[config.mk]
export PLATFORM = sky130hd
export DESIGN_NAME = display_scan_ctrl
export DESIGN_NICKNAME = d
export VERILOG_FILES = /design/src/rtl/display_scan_ctrl.sv
export SDC_FILE = /design/constraint.sdc
export NUM_CORES = 1
export LEC_CHECK = 0
export CAP_MARGIN = 30
export CORE_ASPECT_RATIO = 1.1
export CORE_MARGIN = 3
export CORE_UTILIZATION = 25
export DETAILED_ROUTE_END_ITERATION = 10
export PLACE_DENSITY = 0.51
export REMOVE_ABC_BUFFERS = 1
export SLEW_MARGIN = 20
export SYNTH_ARGS = -nofsm -noshare
export SYNTH_HDL_FRONTEND = slang
export SYNTH_SLANG_ARGS = --single-unit
[constraint.sdc]
create_clock -name clk -period 6.1 [get_ports clk]
set_input_delay 1.525 -clock clk [delete_from_list [all_inputs] [get_ports clk]]
set_output_delay 1.525 -clock clk [all_outputs]
set_load 0.01 [all_outputs]
[src/rtl/display_scan_ctrl.sv]
// Multiplexed seven-segment scan controller: converts a binary value to BCD one
// shift per clock (shift-and-add-3) and time-shares one BCD decoder across NDIG digits.
module display_scan_ctrl #(
    parameter int NDIG     = 4,
    parameter int WIDTH    = 14,
    parameter int SCAN_DIV = 50000
) (
    input  logic             clk,
    input  logic             rst,
    input  logic             load,
    input  logic [WIDTH-1:0] value,
    input  logic             blank_lz,
    output logic             busy,
    output logic             overflow,
    output logic [3:0]       bcd_out,
    output logic [NDIG-1:0]  digit_en
);

    localparam int SW = NDIG * 4 + 4;
    localparam int CW = $clog2(WIDTH + 1);
    localparam int PW = (SCAN_DIV > 1) ? $clog2(SCAN_DIV) : 1;
    localparam int IW = (NDIG > 1) ? $clog2(NDIG) : 1;
    localparam logic [WIDTH-1:0] MAX_SHOWN = WIDTH'(10 ** NDIG - 1);

    typedef enum logic {
        S_IDLE,
        S_CONV
    } state_t;

    state_t                 state_q, state_d;
    logic [WIDTH-1:0]       bin_q, bin_d;
    logic [SW-1:0]          bcd_q, bcd_d, bcd_adj;
    logic [CW-1:0]          iter_q, iter_d;
    logic                   ovf_pend_q, ovf_pend_d;
    logic                   ovf_q, ovf_d;
    logic [NDIG-1:0][3:0]   disp_q, disp_d;
    logic [PW-1:0]          presc_q, presc_d;
    logic [IW-1:0]          idx_q, idx_d;
    logic [NDIG:0]          zero_above;
    logic                   lead_blank;

    // Add-3 correction on every scratch nibble before the shift.
    genvar gi;
    generate
        for (gi = 0; gi < SW / 4; gi++) begin : g_adj
            assign bcd_adj[gi*4 +: 4] = (bcd_q[gi*4 +: 4] >= 4'd5) ?
                                        bcd_q[gi*4 +: 4] + 4'd3 : bcd_q[gi*4 +: 4];
        end
    endgenerate

    always_comb begin
        state_d    = state_q;
        bin_d      = bin_q;
        bcd_d      = bcd_q;
        iter_d     = iter_q;
        ovf_pend_d = ovf_pend_q;
        ovf_d      = ovf_q;
        disp_d     = disp_q;
        case (state_q)
            S_IDLE: begin
                if (load) begin
                    bin_d      = value;
                    bcd_d      = '0;
                    iter_d     = CW'(WIDTH);
                    ovf_pend_d = (value > MAX_SHOWN);
                    state_d    = S_CONV;
                end
            end
            S_CONV: begin
                bcd_d  = (bcd_adj << 1) | SW'(bin_q[WIDTH-1]);
                bin_d  = bin_q << 1;
                iter_d = iter_q - 1'b1;
                // Final shift: publish digits and overflow together so the
                // display never shows a mix of old and new state.
                if (iter_q == CW'(1)) begin
                    disp_d  = bcd_d[NDIG*4-1:0];
                    ovf_d   = ovf_pend_q;
                    state_d = S_IDLE;
                end
            end
            default: state_d = S_IDLE;
        endcase
    end

    always_comb begin
        presc_d = presc_q + 1'b1;
        idx_d   = idx_q;
        if (presc_q == PW'(SCAN_DIV - 1)) begin
            presc_d = '0;
            idx_d   = (idx_q == IW'(NDIG - 1)) ? '0 : idx_q + 1'b1;
        end
    end

    always_ff @(posedge clk) begin
        if (rst) begin
            state_q    <= S_IDLE;
            bin_q      <= '0;
            bcd_q      <= '0;
            iter_q     <= '0;
            ovf_pend_q <= 1'b0;
            ovf_q      <= 1'b0;
            disp_q     <= '0;
            presc_q    <= '0;
            idx_q      <= '0;
        end else begin
            state_q    <= state_d;
            bin_q      <= bin_d;
            bcd_q      <= bcd_d;
            iter_q     <= iter_d;
            ovf_pend_q <= ovf_pend_d;
            ovf_q      <= ovf_d;
            disp_q     <= disp_d;
            presc_q    <= presc_d;
            idx_q      <= idx_d;
        end
    end

    // zero_above[i] is high when digits i..NDIG-1 are all zero.
    assign zero_above[NDIG] = 1'b1;
    generate
        for (gi = 0; gi < NDIG; gi++) begin : g_zero
            assign zero_above[gi] = zero_above[gi+1] && (disp_q[gi] == 4'd0);
        end
    endgenerate

    assign lead_blank = blank_lz && (idx_q != '0) && zero_above[idx_q];
    assign bcd_out    = disp_q[idx_q];
    assign digit_en   = (ovf_q || lead_blank) ? '1 : ~(NDIG'(1) << idx_q);
    assign busy       = (state_q == S_CONV);
    assign overflow   = ovf_q;

endmodule
==> flow_metrics.env <==
export IMPL_status="completed"
export IMPL_synthCells=405
export IMPL_drv_slew=0
export IMPL_start_kind="input port"
export IMPL_p_sw_w=0.000243
export IMPL_rsz0062_at_grt="false"
export IMPL_vias=2877
export IMPL_final_cell_mix="dfxtp_1 (70), nor2_1 (66), a21oi_1 (32)"
export IMPL_finalNetCount=458
export IMPL_synth_seq_cells=71
export IMPL_first_pass_iters=5
export IMPL_grt_max_degree=64
export IMPL_required_ns=4.58
export IMPL_p_int_w=0.000835
export IMPL_dp_cells=598
export IMPL_cts_sinks=71
export IMPL_seq_power_share_pct=45.1
export IMPL_tightest_slew_ns=0.926
export IMPL_endpoint_kind="output pin"
export IMPL_hold_class="reg -> reg"
export IMPL_drive_above_1_share_pct=6.98
export IMPL_drc_errors=0
export IMPL_initial_core_util_pct=26.1
export IMPL_netlist_area_mm2=0.00350
export IMPL_layout_min_cycle_time_ns=4.58
export IMPL_yosysUniqueCellTypes=38
export IMPL_rows=44
export IMPL_via_per_inst=4.69
export IMPL_leakage_nw=1.45
export IMPL_die_area_mm2=0.0155
export IMPL_final_common_cell="dfxtp_1"
export IMPL_yosysWarnings=0
export IMPL_cap_violations=0
export IMPL_max_stage_delay_ns=0.54
export IMPL_fin_cells=614
export IMPL_grt_pass1_wl_um=13400
export IMPL_antenna_found_initial=0
export IMPL_max_freq_mhz=218
export IMPL_clock_latency_ns=0.33
export IMPL_critPathMaxFanout=3
export IMPL_post_cts_repair_setup_buffers=0
export IMPL_total_power_w=0.00108
export IMPL_criticalPathCategory="in -> out"
export IMPL_finalSetupViolCount=0
export IMPL_path_delay_family="buffers and inverters"
export IMPL_clockPowerShare_pct=48.0
export IMPL_cts_buffer_depth=2
export IMPL_finalHoldViolCount=0
export IMPL_power_density_mw_per_mm2=255
export IMPL_cts_root_buffer_cell="clkbuf_16"
export IMPL_wire_per_inst_um=13.1
export IMPL_clock_skew_ns=0.00362
export IMPL_slowest_stage="clkdlybuf4s50_1"
export IMPL_io_buffers=27
export IMPL_sw_frac_of_total_pct=22.6
export IMPL_core_area_mm2=0.0134
export IMPL_dp_slack_ns=1.50
export IMPL_htreeDepth=3
export IMPL_dieWidth_um=119
export IMPL_wl_um=8050
export IMPL_cts_resized=0
export IMPL_grt_overflow_total=0
export IMPL_crit_buf_inv=2
export IMPL_synth_seq_area_share_pct=40.6
export IMPL_grt_pass1_vias=2743
export IMPL_fillCellCount=1422
export IMPL_ios=28
export IMPL_grt_usage_pct=10.7
export IMPL_place_detailed_hpwl_um=5430
export IMPL_timing_slew_headroom_pct=38.3
export IMPL_numCtsBuffers=9
export IMPL_antenna_left=0
export IMPL_worstPathArrival_ns=3.06
export IMPL_ctsHoldBuffers=0
export IMPL_p_comb_share_pct=6.9
export IMPL_crit_path_cell_trace="clkdlybuf4s50_1 > nand3b_1 > a211o_1 > nand3b_1 > clkdlybuf4s50_1"
export IMPL_place_gp_congestion=0.786
export IMPL_timing_final_ws_setup_ns=1.52
export IMPL_fin_crit_sh_pct=75.1
export IMPL_syn_area_per_cell_um2=8.65
export IMPL_ir_drop_mv=0.104
export IMPL_die_h_um=130
export IMPL_cts_tree="yes"
export IMPL_setup_tns_ns=0
export IMPL_drt_iter0_markers=80
export IMPL_clk_pin_slew_ns=0.06
export IMPL_area_growth_pct=20.6
export IMPL_n_antenna_cell=0
[registers in the layout, indices dropped and copies added (netlist names)]
name and flops:
ovf_pend_q 1, busy 1, disp_q 16, presc_q 16, idx_q 2, bcd_q 16
overflow 1, iter_q 4, bin_q 14
[area by class of cell]
class	count	area (um^2)	area share, %
clock inverter	4	45.0	1.07
tap	184	230	5.45
sequential	71	1420	33.7
multi-input combinational	296	1930	45.6
inverter	17	63.8	1.51
clock buffer	12	246	5.84
timing repair buffer	30	288	6.81
[kinds of logic after synthesis]
kind of cell               count (synthesis)  synth area share [%]
buffers and inverters                     38                  4.36
muxes                                     27                  9.32
DFF                                       71                  40.6
xor gates and xnor gates                  15                  3.75
adders and majority gates                 15                  5.36
and+or+nand+nor                          164                  24.5
AOI/OAI and AO/OA                         75                  12.1
[worst paths after layout]
| kind | start | to | slack [ns] | depth (start not counted) |
|---|---|---|---|---|
| max | blank_lz | digit_en[3] | 1.52 | 5 |
| min | bin_q[6] | bin_q[7] | 0.48 | 2 |
| max reg2reg | busy | disp_q[1] | 3.97 | 6 |
| min reg2reg | bin_q[6] | bin_q[7] | 0.48 | 2 |
[routing by layer]
metal	vias to the layer above	GRT usage, %	wire length [um]
li1	1458	-	-
met1	1364	14.2	4130
met2	45	16.7	3540
met3	10	2.90	246
met4	0	4.02	136
met5	-	0	0
[cell usage after synthesis (all sizes together)]
cell type,instances,area [um^2]
nand4,4,31.3
dfxtp,71,1420
xnor2,13,114
clkbuf,15,56.3
nor3,9,56.3
nor4,7,43.8
nand4b,2,17.5
nor4b,1,8.76
inv,17,63.8
a21oi,32,160
nand2,15,56.3
nand2b,16,100
and4bb,1,12.5
a311oi,6,52.6
o31ai,1,7.51
a211o,1,8.76
nor2,66,248
ha,15,188
or2,2,12.5
o21ai,23,115
nand3b,12,90.1
and2,3,18.8
buf,6,32.5
or3,6,37.5
nor3b,7,52.6
mux2,5,56.3
xor2,2,17.5
a211oi,4,30.0
nor4bb,1,10.0
or4,1,7.51
nand3,11,55.1
mux2i,18,180
mux4,4,90.1
o22ai,8,50.1
[through the flow]
stage	utilization [%]	area, um^2	hold slack [ns]
after floorplan	-	3410	0.447
after global placement	29.3	3930	0.463
after detailed placement	29.3	3930	0.471
after CTS	31.4	4220	0.486
after global routing	31.4	4220	0.520
final	31.4	4220	0.482
[worst reg2reg max path, stage by stage (launching register included)]
cell	delay [ns]
dfxtp_2	0.33
buf_4	0.49
nand2_1	0.20
nor3_4	0.14
buf_4	0.31
nand2b_1	0.30
o22ai_1	0.27
[power groups by stage]
stage               registers [W]  logic [W]  clock network (W)
finish                   0.000487  0.0000745           0.000517
global route             0.000489  0.0000836           0.000551
CTS                      0.000487  0.0000752           0.000531
detailed placement       0.000497  0.0000747                  0
global placement         0.000497  0.0000741                  0
floorplan                0.000499  0.0000365                  0
Note: power is estimated with default switching activity, not from simulation.
